<file path="src/rtl/ps2_ascii_decoder.sv">
// PS/2 set-2 byte stream to ASCII decoder with make/break/extended prefix tracking,
// internal shift/caps-lock state and a show-ahead character FIFO.
module ps2_ascii_decoder #(
  parameter int unsigned DEPTH       = 8,
  parameter bit          MAP_LETTERS = 1'b1
) (
  input  logic       clk,
  input  logic       reset,
  input  logic [7:0] scan_code,
  input  logic       scan_valid,
  input  logic       rd_en,
  output logic [7:0] ascii_out,
  output logic       empty,
  output logic       full,
  output logic       overflow,
  output logic       shift_active,
  output logic       caps_lock
);

  localparam int unsigned PW = (DEPTH > 1) ? $clog2(DEPTH) : 1;
  localparam int unsigned CW = PW + 1;

  localparam logic [7:0] CODE_BREAK  = 8'hF0;
  localparam logic [7:0] CODE_EXT    = 8'hE0;
  localparam logic [7:0] CODE_LSHIFT = 8'h12;
  localparam logic [7:0] CODE_RSHIFT = 8'h59;
  localparam logic [7:0] CODE_CAPS   = 8'h58;

  typedef enum logic [1:0] {
    IDLE      = 2'd0,
    BREAK     = 2'd1,
    EXT       = 2'd2,
    EXT_BREAK = 2'd3
  } state_e;

  state_e     state_q;
  logic       lshift_q;
  logic       rshift_q;
  logic       caps_q;
  logic       caps_held_q;
  logic       shift_q;

  logic [7:0]    mem_q [DEPTH];
  logic [PW-1:0] wr_ptr_q, wr_ptr_d;
  logic [PW-1:0] rd_ptr_q, rd_ptr_d;
  logic [CW-1:0] count_q, count_d;
  logic [7:0]    head_q, head_d;
  logic          empty_q;
  logic          full_q;
  logic          overflow_q;

  logic       hit_c;
  logic       letter_c;
  logic       digit_c;
  logic [7:0] lower_c;
  logic [7:0] char_c;
  logic       upper_c;
  logic       push_req_c;
  logic       push_c;
  logic       pop_c;
  logic       drop_c;

  // Scan code lookup; lower_c holds the lower-case form for letters.
  always_comb begin
    hit_c    = 1'b1;
    letter_c = 1'b0;
    lower_c  = 8'h00;
    unique case (scan_code)
      8'h45: lower_c = 8'h30;
      8'h16: lower_c = 8'h31;
      8'h1E: lower_c = 8'h32;
      8'h26: lower_c = 8'h33;
      8'h25: lower_c = 8'h34;
      8'h2E: lower_c = 8'h35;
      8'h36: lower_c = 8'h36;
      8'h3D: lower_c = 8'h37;
      8'h3E: lower_c = 8'h38;
      8'h46: lower_c = 8'h39;
      8'h29: lower_c = 8'h20;
      8'h5A: lower_c = 8'h0D;
      8'h1C: begin letter_c = 1'b1; lower_c = 8'h61; end
      8'h32: begin letter_c = 1'b1; lower_c = 8'h62; end
      8'h21: begin letter_c = 1'b1; lower_c = 8'h63; end
      8'h23: begin letter_c = 1'b1; lower_c = 8'h64; end
      8'h24: begin letter_c = 1'b1; lower_c = 8'h65; end
      8'h2B: begin letter_c = 1'b1; lower_c = 8'h66; end
      8'h34: begin letter_c = 1'b1; lower_c = 8'h67; end
      8'h33: begin letter_c = 1'b1; lower_c = 8'h68; end
      8'h43: begin letter_c = 1'b1; lower_c = 8'h69; end
      8'h3B: begin letter_c = 1'b1; lower_c = 8'h6A; end
      8'h42: begin letter_c = 1'b1; lower_c = 8'h6B; end
      8'h4B: begin letter_c = 1'b1; lower_c = 8'h6C; end
      8'h3A: begin letter_c = 1'b1; lower_c = 8'h6D; end
      8'h31: begin letter_c = 1'b1; lower_c = 8'h6E; end
      8'h44: begin letter_c = 1'b1; lower_c = 8'h6F; end
      8'h4D: begin letter_c = 1'b1; lower_c = 8'h70; end
      8'h15: begin letter_c = 1'b1; lower_c = 8'h71; end
      8'h2D: begin letter_c = 1'b1; lower_c = 8'h72; end
      8'h1B: begin letter_c = 1'b1; lower_c = 8'h73; end
      8'h2C: begin letter_c = 1'b1; lower_c = 8'h74; end
      8'h3C: begin letter_c = 1'b1; lower_c = 8'h75; end
      8'h2A: begin letter_c = 1'b1; lower_c = 8'h76; end
      8'h1D: begin letter_c = 1'b1; lower_c = 8'h77; end
      8'h22: begin letter_c = 1'b1; lower_c = 8'h78; end
      8'h35: begin letter_c = 1'b1; lower_c = 8'h79; end
      8'h1A: begin letter_c = 1'b1; lower_c = 8'h7A; end
      default: hit_c = 1'b0;
    endcase
    digit_c = (lower_c >= 8'h30) && (lower_c <= 8'h39);
    // Legacy game map keeps only digits plus o and x.
    if (!MAP_LETTERS && !digit_c && (scan_code != 8'h44) && (scan_code != 8'h22)) begin
      hit_c = 1'b0;
    end
  end

  assign upper_c    = (lshift_q | rshift_q) ^ caps_q;
  assign char_c     = (letter_c && upper_c) ? (lower_c - 8'h20) : lower_c;
  assign push_req_c = scan_valid && (state_q == IDLE) && hit_c;

  // Prefix tracker with shift and caps-lock state; advances only on valid bytes.
  always_ff @(posedge clk or posedge reset) begin
    if (reset) begin
      state_q     <= IDLE;
      lshift_q    <= 1'b0;
      rshift_q    <= 1'b0;
      caps_q      <= 1'b0;
      caps_held_q <= 1'b0;
      shift_q     <= 1'b0;
    end else if (scan_valid) begin
      case (state_q)
        IDLE: begin
          case (scan_code)
            CODE_BREAK:  state_q <= BREAK;
            CODE_EXT:    state_q <= EXT;
            CODE_LSHIFT: begin lshift_q <= 1'b1; shift_q <= 1'b1; end
            CODE_RSHIFT: begin rshift_q <= 1'b1; shift_q <= 1'b1; end
            CODE_CAPS: begin
              if (!caps_held_q) begin
                caps_q      <= ~caps_q;
                caps_held_q <= 1'b1;
              end
            end
            default: ;
          endcase
        end
        BREAK: begin
          state_q <= IDLE;
          case (scan_code)
            CODE_LSHIFT: begin lshift_q <= 1'b0; shift_q <= rshift_q; end
            CODE_RSHIFT: begin rshift_q <= 1'b0; shift_q <= lshift_q; end
            CODE_CAPS:   caps_held_q <= 1'b0;
            default: ;
          endcase
        end
        EXT:       state_q <= (scan_code == CODE_BREAK) ? EXT_BREAK : IDLE;
        EXT_BREAK: state_q <= IDLE;
        default:   state_q <= IDLE;
      endcase
    end
  end

  // FIFO next-state; head_d precomputes the show-ahead value including a write to an empty slot.
  always_comb begin
    pop_c    = rd_en && !empty_q;
    push_c   = push_req_c && (!full_q || pop_c);
    drop_c   = push_req_c && full_q && !pop_c;
    wr_ptr_d = push_c ? (wr_ptr_q + PW'(1)) : wr_ptr_q;
    rd_ptr_d = pop_c ? (rd_ptr_q + PW'(1)) : rd_ptr_q;
    count_d  = count_q + CW'(push_c) - CW'(pop_c);
    if (count_d == '0) begin
      head_d = 8'h00;
    end else if (push_c && (wr_ptr_q == rd_ptr_d)) begin
      head_d = char_c;
    end else begin
      head_d = mem_q[rd_ptr_d];
    end
  end

  always_ff @(posedge clk or posedge reset) begin
    if (reset) begin
      for (int i = 0; i < int'(DEPTH); i++) begin
        mem_q[i] <= 8'h00;
      end
      wr_ptr_q   <= '0;
      rd_ptr_q   <= '0;
      count_q    <= '0;
      head_q     <= 8'h00;
      empty_q    <= 1'b1;
      full_q     <= 1'b0;
      overflow_q <= 1'b0;
    end else begin
      if (push_c) begin
        mem_q[wr_ptr_q] <= char_c;
      end
      wr_ptr_q   <= wr_ptr_d;
      rd_ptr_q   <= rd_ptr_d;
      count_q    <= count_d;
      head_q     <= head_d;
      empty_q    <= (count_d == '0);
      full_q     <= (count_d == CW'(DEPTH));
      overflow_q <= overflow_q | drop_c;
    end
  end

  assign ascii_out    = head_q;
  assign empty        = empty_q;
  assign full         = full_q;
  assign overflow     = overflow_q;
  assign shift_active = shift_q;
  assign caps_lock    = caps_q;

endmodule
</file>
<file path="config.mk">
export PLATFORM = sky130hd
export DESIGN_NAME = ps2_ascii_decoder
export DESIGN_NICKNAME = d
export VERILOG_FILES = /design/src/rtl/ps2_ascii_decoder.sv
export SDC_FILE = /design/constraint.sdc
export NUM_CORES = 1
export LEC_CHECK = 0
export BUFFER_PORTS_ARGS = -buffer_cell sky130_fd_sc_hd__buf_2
export CAP_MARGIN = 0
export CORE_MARGIN = 10
export CORE_UTILIZATION = 55
export CTS_BUF_LIST = sky130_fd_sc_hd__clkbuf_16
export CTS_CLUSTER_DIAMETER = 50
export CTS_CLUSTER_SIZE = 12
export DETAILED_ROUTE_END_ITERATION = 12
export MAX_ROUTING_LAYER = met4
export PLACE_DENSITY_LB_ADDON = 0.12
export SLEW_MARGIN = 15
export SYNTH_ARGS = -nofsm -noshare
export SYNTH_HDL_FRONTEND = slang
export SYNTH_SLANG_ARGS = --single-unit
</file>
<file path="constraint.sdc">
create_clock -name clk -period 4.24 [get_ports clk]
set_input_delay 1.272 -clock clk [delete_from_list [all_inputs] [get_ports clk]]
set_output_delay 1.272 -clock clk [all_outputs]
set_load 0.01 [all_outputs]
</file>
==> flow_summary.toml, run 1 <==
[global_route]
grt_overflow = 0
antenna_found_initial = 0
grt_pass1_wl_um = 23600
grt.total_usage = 0.214
grt_max_degree = 55
first_global_vias = 4374

[synth]
synthDominantCellAreaShare = 0.424
syn_area_per_cell_sq_um = 10.8
ys_ff_latch = 92
synth_enable_flop_cells = 0
synth_flop_cell = "dfrtp_1"
syn_area_sq_um = 5370
yosys.area.top_type = "dfrtp_1"
synthCells = 498
yosys_warnings = 0
synth_xor_area_frac = 0.0277
async_reset_ff_frac = 1.00
synth_fa_ha_area_frac = 0.0200
synth.area.top_cells = "dfrtp_1 42%, mux2_2 6.9%, mux4_2 6.7%"
ys_types = 72
synth_compound_area_frac = 0.121
synthMuxAreaShare = 0.186
synth_top_family_by_area = "multiplexers"
yosys.area_share.simple = 0.162
synth_nets = 518
yosysSeqAreaShare = 0.429

[timing]
finalSetupViolations = 2
finalHoldViolations = 0
fin_ws_ps = -63.4
fin_crit_sh = 1.01
fin_worst_skew_ps = 6.58
maxSlewViolCount = 0
worst_slew_pin_slew_ps = 735
min_period_ps = 4300
slew_headroom = 0.505
max_freq_mhz = 232
rsz0062_at_grt = "yes"

[finish]
nets = 607
diodes = 0
area_delta_synth_final_pct = 26.1
final_cell_mix = "91 x dfrtp_1, 86 x buf_4, 49 x nand2_1"
final_core_util = 0.702
drive_gt1_frac = 0.380
final_common_cell = "dfrtp_1"
fillCellCount = 770

[critical_path]
arrival_ps = 4530
crit_type = "in2reg"
cp-start-kind = "input pin"
critPathMaxFanout = 15
cpLargestDelayFamily = "compound AO/OA/AOI/OAI gates"
crit_path_top_delay_cell = "fa_1"
crit_top_cell = "inv_2"
critPathRequiredTime_ps = 4470
end_kind = "register"
timing.critical_path.cells = "buf_12, and3b_1, o211a_1, a311oi_2, nand4_4, o31ai_4, ha_4, inv_2, ha_4, inv_2, fa_1, inv_2, or3_4, or2_4, inv_4, a31oi_2, a21boi_2"
critPathBufInv = 5
max_stage_delay_ps = 480

[power_and_ir_drop]
ir_drop_uv = 290
power.density_nw_per_um2 = 495
p_leak_nw = 3.27

[detailed_routing]
drt_wl_total_um = 14700
viasPerCell = 5.91
vias = 4285
drtAntennaViolNets = 0
wl_per_cell_um = 20.3
drt_first_iter_violations = 422
drc = 0
first_pass_iters = 5

[die]
die_height_um = 119
initial_core_util = 0.557
core_area_sq_um = 9640
num_rows = 36
ios = 25
die_area_sq_um = 14100
die_width_um = 119

[worst_hold_path]
hold_path_class = "reg2reg"

[cts]
h-tree-depth = 3
cts_buffers = 9
clk_pin_slew_ps = 70
cts_tree = "built"
clock_path_buffers = 2
cts_hold_buf = 0
cts_num_sinks = 92
root_buffer = "clkbuf_16"
clk-insertion-delay-late_ps = 340

[placement]
place.port_buffers = 24
post-place-ws_ps = -610
hpwl_um = 10300
gp_congestion = 0.917

[outcome]
outcome = "finished, violations left"
violations = "setup timing"

[run]
drv_cap = 0
==> per-stage QoR <==
stage | power [mW] | std cells | instance area (sq um) | hold WS, ps | TNS, ps
floorplan | 2.03 | 498 | 5510 | 445 | -1810
global placement | 2.38 | 701 | 6230 | 450 | -4540
detailed placement | 2.41 | 701 | 6230 | 456 | -4770
CTS | 3.32 | 720 | 6660 | 469 | -0.700
global route | 3.54 | 725 | 6770 | 478 | -397
finish | 3.35 | 725 | 6770 | 466 | -101
==> state kept, by name, indices dropped and copies added (netlist names), 2 cells and up <==
signal     flops
state_q        2
rd_ptr_q       3
mem_q         64
ascii_out      8
count_q        4
wr_ptr_q       3
==> timing repair <==
action                                  CTS  global route
pin swaps                                 5             3
cloned                                    0             1
endpoints found under the setup margin    9             5
setup buffers                             3             4
resized for setup                        26            13
==> where the power goes <==
part | total [mW] | internal [mW] | switching, mW
Combinational | 1.27 | 0.620 | 0.645
Clock | 0.879 | 0.517 | 0.363
Sequential | 1.21 | 1.06 | 0.148
Total | 3.35 | 2.20 | 1.16
==> worst reg2reg max path: cells and delay by family, from the launching register on <==
family                   cells  cell delay (ps)
AO/OA/AOI/OAI                3              340
adder cells (fa/ha/maj)      3              850
buffers and inverters        5              420
flip-flops                   1              380
AND/OR/NAND/NOR              5             1130
==> cell families (layout without fill, tap and decap cells) <==
group / Yosys count / after routing
buffers and inverters: 65 / 159
AO/OA/AOI/OAI: 88 / 88
AND/OR/NAND/NOR: 155 / 155
flip-flops: 92 / 92
adder cells (fa/ha/maj): 8 / 8
multiplexers: 73 / 73
XOR/XNOR: 17 / 17
==> final cells by class <==
| cell class | count | area (sq um) | share of cell area |
|---|---|---|---|
| repair buffers | 114 | 947 | 0.140 |
| clock buffers | 9 | 225 | 0.0333 |
| multi-input cells | 341 | 2930 | 0.432 |
| inverters | 29 | 113 | 0.0166 |
| flip-flops and latches | 92 | 2300 | 0.340 |
| clock inverters | 7 | 90.1 | 0.0133 |
| well taps | 133 | 166 | 0.0246 |
==> cell usage after synthesis, drive strengths merged, types with 2 or more instances <==
library cell and count:
o211a 5, nor2 15, and3b 3, o211ai 2
o22ai 4, xor2 6, and2 3, nand2 50
or2 4, nand2b 7, nor4bb 4, ha 7
nor4b 5, nor3 9, xnor2 11, a22o 2
clkbuf 13, a22oi 2, inv 28, mux2i 19
mux4 16, a21oi 9, or4b 4, or3 4
nor2b 10, nand3 14, o311ai 3, mux2 38
o21ai 29, a21boi 4, dfrtp 91, o31a 2
o31ai 9, buf 23, nand3b 3, and3 5
nand4 4, nor3b 5, a31oi 3, nor4 2
==> per-layer routing <==
metal / global-route usage / up-vias / wire [um]
met3: 0.0509 / 29 / 857
li1: - / 1979 / -
met2: 0.325 / 123 / 6860
met5: - / - / 0
met1: 0.275 / 2154 / 6650
met4: 0.0695 / 0 / 337
==> path summary, 6_finish.rpt <==
| path | from | end | slack (ps) | depth (start not counted) |
|---|---|---|---|---|
| setup reg to reg | state_q[1] | ascii_out[3] | 1010 | 16 |
| hold reg to reg | overflow | overflow | 470 | 1 |
| hold / removal | overflow | overflow | 470 | 1 |
| min in group asynchronous | reset | mem_q[37] | 1010 | 2 |
| setup / recovery | scan_code[1] | ascii_out[3] | -60 | 17 |
| max in group asynchronous | reset | mem_q[20] | 2520 | 3 |
(Power assumes the default switching activity.)
==> inputs of run 2 (changes only) <==
- clock period: 4.24 -> 5.15 ns (I/O delays scaled with it)
==> run 2 against run 1 <==
  * The flow now finishes without violations
  * Clock power decreased by 30%
  * Critical path type unchanged
  * Setup slack better by 300 ps
  * Die area unchanged
  * Clock skew increased by 2.8 ps
  * Core utilization is 5.6 points lower
  * Critical endpoint is now ascii_out[6]
  * Wire length decreased by 4.1%
  * Sequential share of layout area up 2.9 points
  * Register-to-register slack improved by 790 ps
  * Global-route usage is essentially flat
  * Flip-flop and latch count unchanged
  * Sequential power decreased by 18%
  * Critical path depth unchanged
==> flow_summary.toml, run 2 (synthesis gave the netlist of run 1 again) <==
[detailed_routing]
drt_wl_total_um = 14100
drtAntennaViolNets = 0
first_pass_iters = 5
wl_per_cell_um = 20.3
drc = 0
viasPerCell = 5.95
vias = 4138
drt_first_iter_violations = 371

[placement]
post-place-ws_ps = -134
gp_congestion = 0.986
place.port_buffers = 24
hpwl_um = 10200

[die]
ios = 25
die_area_sq_um = 14100
core_area_sq_um = 9640
die_height_um = 119
die_width_um = 119
initial_core_util = 0.557
num_rows = 36

[critical_path]
arrival_ps = 5130
crit_type = "in2reg"
r2r-start = "state_q[1]"
r2r_end = "ascii_out[6]"
cpLargestDelayFamily = "compound AO/OA/AOI/OAI gates"
reg2reg_slack_ps = 1800
cp-start-kind = "input pin"
ff2ff_path_depth = 16
critPathBufInv = 6
end_kind = "register"
critPathMaxFanout = 17
crit_path_top_delay_cell = "fa_1"
crit_top_cell = "inv_1"
critPathRequiredTime_ps = 5370
max_stage_delay_ps = 480
timing.critical_path.cells = "buf_2, and3b_1, o211ai_1, a21boi_1, o211ai_2, o31ai_2, ha_1, inv_1, ha_1, inv_1, fa_1, inv_1, or3_1, or2_2, inv_1, buf_4, o31ai_1"

[run]
drv_cap = 0

[timing]
tns_ps = 0
maxSlewViolCount = 0
fin_ws_ps = 236
slew_headroom = 0.464
min_period_ps = 4910
max_freq_mhz = 204
rsz0062_at_grt = "no"
finalHoldViolations = 0
worst_slew_pin_slew_ps = 804
finalSetupViolations = 0
fin_worst_skew_ps = 9.43
fin_crit_sh = 0.954

[cts]
cts_tree = "built"
h-tree-depth = 3
clock_path_buffers = 2
cts_hold_buf = 0
cts_buffers = 9
clk_pin_slew_ps = 70
cts_num_sinks = 92
cts_setup_buffers = 0
post_cts_resized = 0
root_buffer = "clkbuf_16"
clk-insertion-delay-late_ps = 340

[finish]
final_common_cell = "dfrtp_1"
nets = 578
regMostFlops = "mem_q"
drive_gt1_frac = 0.309
largest_reg_flops = 64
area_delta_synth_final_pct = 16.1
final_cell_mix = "91 x dfrtp_1, 60 x buf_4, 50 x nand2_1"
diodes = 0
fillCellCount = 798

[power_and_ir_drop]
ir_drop_uv = 295
power.density_nw_per_um2 = 410
p_leak_nw = 3.02

[worst_hold_path]
whs_path_depth = 2
hold_path_class = "reg2reg"
worstHoldStart = "mem_q[51]"
min_to = "mem_q[51]"

[global_route]
grt.total_usage = 0.214
grt_max_degree = 65
grt_overflow = 0
antenna_found_initial = 0
grt_pass1_wl_um = 23500
first_global_vias = 4360

[outcome]
outcome = "completed"
-- run 2: cell types whose count changed in the layout (fill, tap and decap cells not counted), sizes merged --
cell / previous run / this run
clkinvlp: 0 / 2
clkbuf: 10 / 9
bufinv: 2 / 0
buf: 113 / 85
-- run 2: worst max-delay path by stage --
stage                       startpoint            to  slack (ps)  cells after the start
after floorplan           scan_code[0]  ascii_out[3]          30                     20
after global placement    scan_code[3]  ascii_out[3]         -90                     17
after detailed placement  scan_code[3]  ascii_out[3]        -130                     17
after CTS                 scan_code[3]  ascii_out[3]         240                     17
after global routing      scan_code[3]  ascii_out[3]           3                     17
final                     scan_code[3]  ascii_out[6]         240                     17
-- run 2: metal layers --
layer,GRT usage,vias up,wire length (um)
li1,-,1924,-
met1,0.286,2100,6660
met2,0.328,99,6640
met3,0.0443,15,635
met4,0.0496,0,168
met5,-,-,0
-- run 2: area by class of cell --
| type | count | area [sq um] | share of cell area |
|---|---|---|---|
| Clock buffer | 9 | 225 | 0.0361 |
| Clock inverter | 7 | 50.0 | 0.00803 |
| Inverter | 29 | 110 | 0.0177 |
| Multi-Input combinational cell | 341 | 2790 | 0.447 |
| Sequential cell | 92 | 2300 | 0.369 |
| Tap cell | 133 | 166 | 0.0267 |
| Timing Repair Buffer | 85 | 591 | 0.0947 |
-- run 2: worst min-delay path, delay by kind of cell, from the launching register on --
family	cells	cell delay [ps]
and+or+nand+nor	1	50
AOI/OAI and AO/OA	1	60
DFF	1	340
-- run 2: per-stage QoR --
step	power [mW]	cells	utilization	hold slack [ps]	cell area, sq um
6_report	2.56	696	0.647	482	6230
5_1_grt	2.72	696	0.647	504	6230
4_1_cts	2.57	696	0.647	482	6230
3_5_place_dp	1.95	680	0.618	466	5960
3_3_place_gp	1.92	680	0.618	453	5960
2_1_floorplan	1.63	498	-	445	5370
-- run 2: power breakdown --
part	switching (mW)	leakage (nW)	total, mW	internal [mW]
Sequential	0.118	1.21	0.991	0.874
Combinational	0.498	1.68	0.949	0.451
Clock	0.289	0.134	0.617	0.329
Total	0.904	3.02	2.56	1.65
